### src/rtl/regfile_write_bank_pkg.sv
// Shared constants for the register-file write bank and its address decoder.
// Defines the default widths, the register count and the register-zero address.
package regfile_write_bank_pkg;

    localparam int WIDTH_DEF  = 32;
    localparam int ADDR_W_DEF = 5;
    localparam int NREG       = 2 ** ADDR_W_DEF;

    localparam logic [ADDR_W_DEF-1:0] REG_ZERO = 5'd0;

endpackage

### src/rtl/dec5to32.sv
// 5-to-32 one-hot decoder with enable; the write-side mirror of the read mux tree.
// All outputs are low when the enable is low.
module dec5to32
    import regfile_write_bank_pkg::*;
#(
    parameter int ADDR_W = ADDR_W_DEF
) (
    input  logic [ADDR_W-1:0]        addr,
    input  logic                     en,
    output logic [(2**ADDR_W)-1:0]   onehot
);

    // one-hot decode of addr, gated by en
    always_comb begin
        onehot = '0;
        if (en) begin
            onehot[addr] = 1'b1;
        end else begin
            onehot = '0;
        end
    end

endmodule

### src/rtl/regfile_write_bank.sv
// Write side of the 32x32 register file: one-entry write-back stage plus storage.
// Register 0 has no storage; writes to it are staged and then dropped at commit.
module regfile_write_bank
    import regfile_write_bank_pkg::*;
#(
    parameter int WIDTH  = WIDTH_DEF,
    parameter int ADDR_W = ADDR_W_DEF
) (
    input  logic              clk,
    input  logic              rst_n,
    input  logic              wb_valid,
    output logic              wb_ready,
    input  logic [ADDR_W-1:0] wb_addr,
    input  logic [WIDTH-1:0]  wb_data,
    input  logic              freeze,
    output logic              pend_valid,
    output logic [ADDR_W-1:0] pend_addr,
    output logic [WIDTH-1:0]  pend_data,
    output logic [WIDTH-1:0]  reg_q0,
    output logic [WIDTH-1:0]  reg_q1,
    output logic [WIDTH-1:0]  reg_q2,
    output logic [WIDTH-1:0]  reg_q3,
    output logic [WIDTH-1:0]  reg_q4,
    output logic [WIDTH-1:0]  reg_q5,
    output logic [WIDTH-1:0]  reg_q6,
    output logic [WIDTH-1:0]  reg_q7,
    output logic [WIDTH-1:0]  reg_q8,
    output logic [WIDTH-1:0]  reg_q9,
    output logic [WIDTH-1:0]  reg_q10,
    output logic [WIDTH-1:0]  reg_q11,
    output logic [WIDTH-1:0]  reg_q12,
    output logic [WIDTH-1:0]  reg_q13,
    output logic [WIDTH-1:0]  reg_q14,
    output logic [WIDTH-1:0]  reg_q15,
    output logic [WIDTH-1:0]  reg_q16,
    output logic [WIDTH-1:0]  reg_q17,
    output logic [WIDTH-1:0]  reg_q18,
    output logic [WIDTH-1:0]  reg_q19,
    output logic [WIDTH-1:0]  reg_q20,
    output logic [WIDTH-1:0]  reg_q21,
    output logic [WIDTH-1:0]  reg_q22,
    output logic [WIDTH-1:0]  reg_q23,
    output logic [WIDTH-1:0]  reg_q24,
    output logic [WIDTH-1:0]  reg_q25,
    output logic [WIDTH-1:0]  reg_q26,
    output logic [WIDTH-1:0]  reg_q27,
    output logic [WIDTH-1:0]  reg_q28,
    output logic [WIDTH-1:0]  reg_q29,
    output logic [WIDTH-1:0]  reg_q30,
    output logic [WIDTH-1:0]  reg_q31
);

    logic              pend_valid_r;
    logic [ADDR_W-1:0] pend_addr_r;
    logic [WIDTH-1:0]  pend_data_r;
    logic              commit_s;
    logic              accept_s;
    logic              ready_s;
    logic              zero_hit_s;
    logic [NREG-1:0]   onehot_s;
    logic [NREG-1:1]   load_s;
    logic [WIDTH-1:0]  regs_r [1:NREG-1];

    assign ready_s  = !pend_valid_r || !freeze;
    assign commit_s = pend_valid_r && !freeze;
    assign accept_s = wb_valid && ready_s;

    dec5to32 #(
        .ADDR_W (ADDR_W)
    ) u_dec (
        .addr   (pend_addr_r),
        .en     (pend_valid_r),
        .onehot (onehot_s)
    );

    // A hit on register zero suppresses every load, so a faulty decode cannot leak it.
    assign zero_hit_s = onehot_s[REG_ZERO];

    // per-register load enables from the decoded stage address
    always_comb begin
        load_s = '0;
        for (int i = 1; i < NREG; i++) begin
            load_s[i] = onehot_s[i] && commit_s && !zero_hit_s;
        end
    end

    // write-back stage: accept reloads it, a commit without accept empties it
    always_ff @(posedge clk) begin
        if (!rst_n) begin
            pend_valid_r <= 1'b0;
            pend_addr_r  <= '0;
            pend_data_r  <= '0;
        end else if (accept_s) begin
            pend_valid_r <= 1'b1;
            pend_addr_r  <= wb_addr;
            pend_data_r  <= wb_data;
        end else if (commit_s) begin
            pend_valid_r <= 1'b0;
        end else begin
            pend_valid_r <= pend_valid_r;
        end
    end

    // register storage for registers 1..31
    always_ff @(posedge clk) begin
        if (!rst_n) begin
            for (int i = 1; i < NREG; i++) begin
                regs_r[i] <= '0;
            end
        end else begin
            for (int i = 1; i < NREG; i++) begin
                if (load_s[i]) begin
                    regs_r[i] <= pend_data_r;
                end else begin
                    regs_r[i] <= regs_r[i];
                end
            end
        end
    end

    assign wb_ready   = ready_s;
    assign pend_valid = pend_valid_r;
    assign pend_addr  = pend_addr_r;
    assign pend_data  = pend_data_r;

    assign reg_q0  = {WIDTH{1'b0}};
    assign reg_q1  = regs_r[1];
    assign reg_q2  = regs_r[2];
    assign reg_q3  = regs_r[3];
    assign reg_q4  = regs_r[4];
    assign reg_q5  = regs_r[5];
    assign reg_q6  = regs_r[6];
    assign reg_q7  = regs_r[7];
    assign reg_q8  = regs_r[8];
    assign reg_q9  = regs_r[9];
    assign reg_q10 = regs_r[10];
    assign reg_q11 = regs_r[11];
    assign reg_q12 = regs_r[12];
    assign reg_q13 = regs_r[13];
    assign reg_q14 = regs_r[14];
    assign reg_q15 = regs_r[15];
    assign reg_q16 = regs_r[16];
    assign reg_q17 = regs_r[17];
    assign reg_q18 = regs_r[18];
    assign reg_q19 = regs_r[19];
    assign reg_q20 = regs_r[20];
    assign reg_q21 = regs_r[21];
    assign reg_q22 = regs_r[22];
    assign reg_q23 = regs_r[23];
    assign reg_q24 = regs_r[24];
    assign reg_q25 = regs_r[25];
    assign reg_q26 = regs_r[26];
    assign reg_q27 = regs_r[27];
    assign reg_q28 = regs_r[28];
    assign reg_q29 = regs_r[29];
    assign reg_q30 = regs_r[30];
    assign reg_q31 = regs_r[31];

endmodule

### config.mk
export PLATFORM = sky130hd
export DESIGN_NAME = regfile_write_bank
export DESIGN_NICKNAME = d
export VERILOG_FILES = /design/src/rtl/regfile_write_bank_pkg.sv /design/src/rtl/dec5to32.sv /design/src/rtl/regfile_write_bank.sv
export SDC_FILE = /design/constraint.sdc
export NUM_CORES = 1
export LEC_CHECK = 0
export BUFFER_PORTS_ARGS = -buffer_cell sky130_fd_sc_hd__buf_2
export CAP_MARGIN = 20
export CORE_AREA = 5 5 425 427
export CTS_BUF_LIST = sky130_fd_sc_hd__clkbuf_4
export DETAILED_ROUTE_END_ITERATION = 10
export DIE_AREA = 0 0 430 432
export PLACE_DENSITY = 0.42
export SYNTH_ARGS = -nofsm -noshare
export SYNTH_HDL_FRONTEND = slang
export SYNTH_SLANG_ARGS = --single-unit
### constraint.sdc
create_clock -name clk -period 12.02 [get_ports clk]
set_input_delay 0.601 -clock clk [delete_from_list [all_inputs] [get_ports clk]]
set_output_delay 0.601 -clock clk [all_outputs]
set_load 0.01 [all_outputs]
# After elaboration in Yosys (flattened, before gate mapping)
# Memory sizes are Yosys's and may differ from the RTL's.
# Cells that the tools add are included.
op_classes:
  n_bitwise: 62
  n_reduce_logical: 70
  mux: 254
  order_cmp: 2
ops:
  columns: ["operator", "n"]
  rows:
  - ["2-to-1 mux 32 bit", 63]
  - ["2-to-1 mux 1 bit", 190]
  - ["logical AND 1 bit", 65]
  - ["bitwise OR 1 bit", 62]
  - ["less-than comparator 5 x 6 -> 1 bit, second input constant", 1]
  - ["demux 1 bit (select 5 bit)", 1]
  - ["greater-or-equal comparator 5 x 1 -> 1 bit, second input constant", 1]
  - ["logical NOT 1 bit", 3]
  - ["nonzero test 2 bit", 1]
  - ["logical OR 1 bit", 1]
word_totals:
  ram_bits: 992
  out_inout_bits: 1063
  regBits: 38
  word_cells: 392
  n_memories: 1
memory_table:
  columns: ["memory", "depth", "word_bits", "rd", "rd_clocked_by_memory_dff", "wr", "line", "text"]
  rows:
  - ["regs_r", 31, 32, 31, 0, 31, "regfile_write_bank.sv:62", "logic [WIDTH-1:0] regs_r [1:NREG-1];"]

# Depth between registers and ports, before layout
# Gate-level depths: netlist (run 1).
logic_depth:
  ltp_word: 12
  mapped_depth: 6
  mapped_depth_nobuf: 2

# Cells and area by module
# A second synthesis (run 1) with hierarchy kept.
unflattened:
  hier_cells: 2595
  area_unflattened_um2: 37458.4
by_module_without_submodules:
  columns: ["mod", "area_per_inst_um2", "cells_each", "seq_area_each_um2", "n_inst"]
  rows:
  - ["regfile_write_bank", 37228.2, 2548, 30549.3, 1]
  - ["dec5to32", 230.2, 47, 0.0, 1]

# Least setup slack after synthesis (run 1)
# Ideal clock, no wire load.
synth_timing:
  path_type: "register to register"
  from: "reg pend_addr_r[2], in the netlist pend_addr[2]"
  to: "reg regs_r[0][128] (netlist name)"
  period_less_slack_ps: 3996
  required_time_ps: 11554
  path_stages_with_launch: 6
  path_buffers: 3
  path_slack_ps: 8024
  arrival_time_ps: 3530
  path_cell_list: "dfxtp_1 -> buf_2 -> buf_4 -> buf_2 -> or3b_1 -> o21ai_0"
synth_rtl:
  columns: ["element", "line", "text"]
  rows:
  - ["from (decl)", "regfile_write_bank.sv:54", "logic [ADDR_W-1:0] pend_addr_r;"]
  - ["from (signal assigned)", "regfile_write_bank.sv:95", "pend_addr_r <= wb_addr;"]

==> impl_metrics.py, run 1 <==
metrics = {
    "outcome": {
        "status": "finished clean",
    },
    "power": {
        "power_frac_comb_pct": 8.1,
        "power.switching_w": 0.00226,
        "p_clk_share_pct": 42.1,
        "p_per_area_nw_per_um2": 157,
        "swShare_pct": 26.8,
        "p_leak_nw": 19.5,
        "power_frac_seq_pct": 49.8,
        "p_int_w": 0.00617,
        "ir_worst_vdd_v": 0.0000944,
    },
    "clocking": {
        "postCtsHoldBufs": 115,
        "clk_path_buf_depth": 4,
        "cts_resized": 0,
        "cts_made_buffers": 317,
        "cts_root_buf": "clkbuf_4",
        "clk_pin_slew_worst_paths_ns": 0.06,
        "htree_levels": 5,
        "cts_tree": "yes",
        "cts.sinks": 1030,
        "clk_latency_ns": 1.35,
        "cts_setup_buffers": 0,
    },
    "synthesis": {
        "synth_edf_count": 992,
        "yosys_warnings": 0,
        "yosysSeqAreaShare_pct": 74.4,
        "ys.flop_type": "edfxtp_1",
        "synth-seq-cells": 1030,
        "syn_inst": 2827,
        "async_flop_share_pct": 0,
        "syn_area_um2": 41100,
        "synth.distinct_cells": 29,
        "postSynthAreaPerCell_um2": 14.5,
    },
    "floorplanning": {
        "io_pins": 1104,
        "die_y_um": 432,
        "die_w_um": 430,
        "initial_utilization_pct": 23.4,
        "dieArea_um2": 186000,
        "coreArea_um2": 176000,
        "rows": 154,
    },
    "setup_path": {
        "max_stage_delay_ns": 0.88,
        "cp_slowest_cell": "buf_4",
        "cp-start-kind": "flop",
        "crit_type": "flop to flop",
        "critPathMaxFanout": 79,
        "r2r_start": "pend_addr[1]",
        "end_kind": "flop",
        "crit_arrival_ns": 4.59,
        "worst_path_most_repeated_cell": "buf_4",
        "reg2reg_slack_ns": 8.39,
        "ff2ff_path_depth": 4,
        "worstPathRequired_ns": 12.99,
        "crit_chain": "or2_4, buf_4, buf_4, nor3_1",
        "timing.rr.end": "regs_r[0][784]",
    },
    "worst_hold_path": {
        "whs_endpoint": "pend_data[20]",
        "holdPathStages": 4,
        "min_from": "wb_data[20]",
        "hold_class": "input port to flop",
    },
    "timing": {
        "rsz0062_at_grt": "no",
        "skew_ns": 0.126,
        "setup_violations": 0,
        "hold_violations": 0,
        "min_period_ns": 3.63,
        "drv_slew": 0,
        "fin_crit_sh_pct": 30.2,
        "max_freq_mhz": 276,
        "worst_pin_slew_ns": 1.34,
        "relSlewSlack_pct": 11.0,
        "setup_tns_ns": 0,
    },
    "grt": {
        "track_usage_pct": 21.4,
        "grt_overflow": 0,
        "grt_pass1_vias": 31800,
        "grt_pass1_wl_mm": 278,
        "grt_max_degree": 171,
        "antenna_found_initial": 21,
    },
    "drt": {
        "viasPerCell": 4.82,
        "dr.pass1.iters": 5,
        "finalWirelength_mm": 209,
        "drt-initial-drc-count": 2517,
        "drtAntennaViolNets": 0,
        "wl_per_cell_um": 31.6,
        "vias": 31900,
        "drc": 0,
    },
    "layout": {
        "final_cell_mix": "buf_2 (1070), edfxtp_1 (992), nor3_1 (890)",
        "layout_commonest_cell": "buf_2",
        "design_area_um2": 53800,
        "synthToLayoutAreaGrowth_pct": 31.1,
        "fin_nets": 4088,
        "drive_gt1_share_pct": 42.0,
    },
    "placement": {
        "place_area_um2": 48600,
        "gp_congestion": 0.817,
        "dp_hpwl_mm": 135,
        "io_buffers": 1071,
    },
    "flow_run": {
        "cap_viol_max_count": 0,
    },
}
[sequential cells by signal, summed over array words and instances (netlist names)]
register and flops:
pend_addr 5, pend_data 32, pend_valid 1, regs_r 992
[per-layer routing]
metal  wire length [µm]  track usage [%]  vias to the layer above
met5                 21                0                        -
met4               7320             8.04                        4
met3              15800             5.85                      345
met2             107000             37.4                     1543
met1              78900             25.2                    16500
li1                   -                -                    13500
[how the worst max path moves through the flow]
| stage | startpoint | endpoint | slack (ns) | cells after the start |
|---|---|---|---|---|
| 2_1_floorplan | pend_addr[2] | regs_r[0][128] | 8.02 | 5 |
| 3_3_place_gp | freeze | regs_r[0][786] | 8.21 | 5 |
| 3_5_place_dp | freeze | regs_r[0][817] | 8.12 | 5 |
| 4_1_cts | pend_addr[4] | pend_addr[4] | 8.14 | 2 |
| 5_1_grt | pend_addr[4] | pend_addr[4] | 8.17 | 2 |
| 6_report | pend_addr[1] | regs_r[0][784] | 8.39 | 4 |
[synthesized netlist by cell type, types with 31 or more instances]
master	count	area, µm²
nand4_1	32	200
o21ai_0	31	155
buf_2	84	420
inv_1	32	120
nand4bb_1	98	1100
nor3_1	890	4450
nand4b_1	97	850
nand2_1	75	282
mux2i_1	37	370
buf_1	42	158
dfxtp_1	38	761
nor3_2	70	701
clkbuf_1	201	754
buf_4	40	300
edfxtp_1	992	29800
[power by group through the flow]
stage / Combinational, W / Sequential, W / Clock, W
finish: 0.000684 / 0.00420 / 0.00355
global route: 0.000715 / 0.00420 / 0.00387
CTS: 0.000696 / 0.00420 / 0.00366
detailed placement: 0.000662 / 0.00428 / 0
global placement: 0.000662 / 0.00428 / 0
floorplan: 0.000270 / 0.00425 / 0
[cell type report]
cell class	instances	area [µm²]
tap	2340	2930
sequential	1030	30600
clock buffer	475	3570
fill	18200	122000
timing repair buffer	1255	7160
antenna	7	17.5
multi-input combinational	1411	9020
clock inverter	58	410
inverter	32	120
[logic make-up after synthesis]
| family | after synthesis | synth area share [%] |
|---|---|---|
| flip-flops | 1030 | 74.4 |
| AND/OR/NAND/NOR | 1309 | 19.5 |
| other | 1 | 0.00913 |
| multiplexers | 37 | 0.902 |
| buffers and inverters | 417 | 4.76 |
| AO/OA/AOI/OAI | 33 | 0.408 |
[stage by stage]
step / hold WS (ns) / cells / power, W / util (%) / setup WS [ns]
finish: 0.246 / 6608 / 0.00843 / 30.6 / 8.39
global route: 0.0811 / 6607 / 0.00879 / 30.6 / 8.17
CTS: 0.0157 / 6600 / 0.00856 / 30.6 / 8.14
detailed placement: 0.458 / 5952 / 0.00494 / 27.7 / 8.12
global placement: 0.445 / 5952 / 0.00494 / 27.7 / 8.21
floorplan: 0.538 / 2858 / 0.00452 / - / 8.02
[worst max-delay path, delay by kind of cell, from the launching register on]
family | cells | cell delay [ns]
buffers and inverters | 2 | 1.66
AND/OR/NAND/NOR | 2 | 0.98
flip-flops | 1 | 0.54
Note: power is estimated with default switching activity, not from simulation.
==> run 2, diff against run 1 <==
ABC_AREA = 1   (was not set)
CORE_AREA = 5 5 424 426   (was 5 5 425 427)
DIE_AREA = 0 0 429 431   (was 0 0 430 432)
PLACE_DENSITY = 0.39   (was 0.42)
clock period = 3.69 ns   (was 12.02 ns; I/O delays follow)
==> run 2 against run 1 <==
Net effect:
- clock skew is 0.0053 ns higher
- setup slack lost 8.0 ns
- clock power rose to 3.2 times the previous value
- synthesized cell count decreased by 10%
- count of clock-buffer cells in the layout fell by 10
- worst hold slack improved by 0.032 ns
- total power rose to 3.2 times the previous value
- cell area shrank 6.3%
- non-clock buffer count increased by 84
- register-to-register slack got worse by 8.0 ns
- via count fell by 15%
- critical path type unchanged
- largest power group unchanged
==> impl_metrics.py, run 2 <==
metrics = {
    "timing": {
        "skew_ns": 0.131,
        "drv_slew": 0,
        "setup_ws_ns": 0.438,
        "setup_tns_ns": 0,
        "hold_violations": 0,
        "fin_crit_sh_pct": 88.1,
        "setup_violations": 0,
        "worst_hold_slack_ns": 0.278,
        "max_freq_mhz": 308,
        "worst_pin_slew_ns": 1.12,
        "rsz0062_at_grt": "no",
        "relSlewSlack_pct": 25.3,
        "min_period_ns": 3.25,
    },
    "outcome": {
        "status": "finished clean",
    },
    "synthesis": {
        "synth_top_cell_by_area": "edfxtp_1",
        "ys_top_cells_by_area": "edfxtp_1 (82%), nor2_1 (11%), dfxtp_1 (2.1%)",
        "ys.flop_type": "edfxtp_1",
        "yosys_warnings": 0,
        "yosysSeqAreaShare_pct": 83.8,
        "synth-seq-cells": 1030,
        "syn_area_um2": 36400,
        "yosys.cell_count.top_type": "nor2_1",
        "async_flop_share_pct": 0,
        "synth_commonest_cells": "nor2_1 (1078), edfxtp_1 (992), clkbuf_1 (177)",
        "synthAdderAreaFrac_pct": 0,
        "postSynthAreaPerCell_um2": 14.4,
        "synth-simple-area-share_pct": 12.2,
        "synth.area.mux_share_pct": 0,
        "synth-compound-area-share_pct": 0.584,
        "synth_top_family_by_area": "simple AND/OR/NAND/NOR gates",
        "synth_top_area_share_pct": 81.7,
        "synth_xor_area_share_pct": 0,
        "synth_edf_count": 992,
        "syn_inst": 2533,
        "synth.distinct_cells": 15,
    },
    "floorplanning": {
        "die_w_um": 429,
        "die_y_um": 431,
        "io_pins": 1104,
        "initial_utilization_pct": 20.8,
        "dieArea_um2": 185000,
        "rows": 154,
        "coreArea_um2": 175000,
    },
    "grt": {
        "track_usage_pct": 20.0,
        "grt_overflow": 0,
        "grt_pass1_vias": 26900,
        "antenna_found_initial": 41,
        "grt_max_degree": 52,
        "grt_pass1_wl_mm": 249,
    },
    "clocking": {
        "clk_pin_slew_worst_paths_ns": 0.06,
        "cts.sinks": 1030,
        "cts_setup_buffers": 0,
        "cts_made_buffers": 319,
        "cts_tree": "yes",
        "htree_levels": 5,
        "clk_path_buf_depth": 4,
        "cts_resized": 0,
        "clk_latency_ns": 1.35,
        "cts_root_buf": "clkbuf_4",
    },
    "drt": {
        "wl_per_cell_um": 29.3,
        "dr.pass1.iters": 7,
        "finalWirelength_mm": 192,
        "drt-initial-drc-count": 1931,
        "vias": 27000,
        "viasPerCell": 4.12,
        "drc": 0,
        "drtAntennaViolNets": 0,
    },
    "layout": {
        "top_register": "regs_r",
        "final_cell_mix": "nor2_1 (1074), buf_2 (1070), edfxtp_1 (992)",
        "layout_commonest_cell": "nor2_1",
        "synthToLayoutAreaGrowth_pct": 38.3,
        "final_cells": 6557,
        "design_area_um2": 50400,
        "largest_reg_flops": 992,
        "fin_nets": 4022,
        "drive_gt1_share_pct": 41.8,
    },
    "placement": {
        "place_area_um2": 45000,
        "dp_cells": 5847,
        "pre_cts_ws_ns": 0.786,
        "io_buffers": 1071,
        "gp_congestion": 0.764,
        "dp_hpwl_mm": 133,
    },
    "setup_path": {
        "cp-start-kind": "flop",
        "crit_type": "flop to flop",
        "ff2ff_path_depth": 7,
        "reg2reg_slack_ns": 0.44,
        "critPathMaxFanout": 38,
        "r2r_start": "pend_valid",
        "crit_arrival_ns": 4.43,
        "timing.rr.end": "pend_data[10]",
        "end_kind": "flop",
        "worstPathRequired_ns": 4.87,
    },
    "power": {
        "p_leak_nw": 20.5,
        "p_per_area_nw_per_um2": 533,
        "ir_worst_vdd_v": 0.000325,
    },
    "worst_hold_path": {
        "holdPathStages": 3,
        "min_from": "rst_n",
        "whs_endpoint": "regs_r[0][819]",
        "hold_class": "input port to flop",
    },
    "flow_run": {
        "cap_viol_max_count": 0,
    },
}
run 2: cell types whose count changed after synthesis, sizes merged, moves of 10 or more:
| cell | previous run | this run |
|---|---|---|
| nand4b | 97 | 0 |
| nand2 | 75 | 65 |
| nor4 | 32 | 0 |
| nor3 | 960 | 0 |
| clkbuf | 201 | 177 |
| buf | 184 | 66 |
| o21ai | 31 | 41 |
| nor2 | 0 | 1078 |
| nand4 | 32 | 0 |
| mux2i | 37 | 0 |
| nand4bb | 98 | 0 |
| inv | 32 | 43 |
| nand3 | 2 | 31 |
run 2: worst max-delay path by stage:
| stage | from | end | cells past startpoint |
|---|---|---|---|
| 2_1_floorplan | pend_valid | regs_r[0][800] | 5 |
| 3_5_place_dp | freeze | regs_r[0][356] | 7 |
| 4_1_cts | pend_valid | pend_data[10] | 7 |
| 3_3_place_gp | freeze | regs_r[0][364] | 7 |
| 6_report | pend_valid | pend_data[10] | 7 |
| 5_1_grt | pend_valid | pend_data[10] | 7 |
run 2: repair_timing:
action,in CTS,in global routing
endpoints found under the hold margin,1104,0
setup endpoints to repair,0,0
hold buffers,153,0
run 2: stage by stage:
step	power [W]	util [%]
after floorplan	0.0143	-
after global placement	0.0158	25.6
after detailed placement	0.0158	25.6
after CTS	0.0274	28.7
after global routing	0.0281	28.7
final	0.0269	28.7
run 2: layout make-up:
type | instances | area [µm²]
diodes | 31 | 77.6
clock buffers | 465 | 3490
clock inverters | 61 | 350
fillers | 18400 | 125000
inverters | 43 | 164
multi-input cells | 1248 | 5000
flip-flops and latches | 1030 | 30500
well taps | 2340 | 2930
repair buffers | 1339 | 7850
run 2: cell families (layout without fill, tap and decap cells):
group,Yosys count,count (layout)
flops,1030,1030
simple gates,1174,1174
other cells,1,63
buf+inv,286,1908
compound gates,42,42
run 2: metal layers:
metal	vias to the layer above	track usage, %	part of all wire [%]
met2	1320	35.4	51
met1	13700	22.8	38
met3	326	5.63	6.8
met5	-	0	0.051
met4	14	8.02	4.0
li1	11600	-	-
run 2: where the power goes:
group / total (W) / internal [W] / switching [W]
clock: 0.0112 / 0.00599 / 0.00523
combinational: 0.00228 / 0.000551 / 0.00173
sequential: 0.0134 / 0.0132 / 0.000159
run 2: critical path, cell delays in order (launching register included):
cell	delay, ns
dfxtp_1	0.35
nand2_1	0.43
nand2_2	0.21
buf_4	0.52
o21ai_0	0.22
dlygate4sd3_1	0.64
nor2_1	0.10
dlygate4sd3_1	0.55
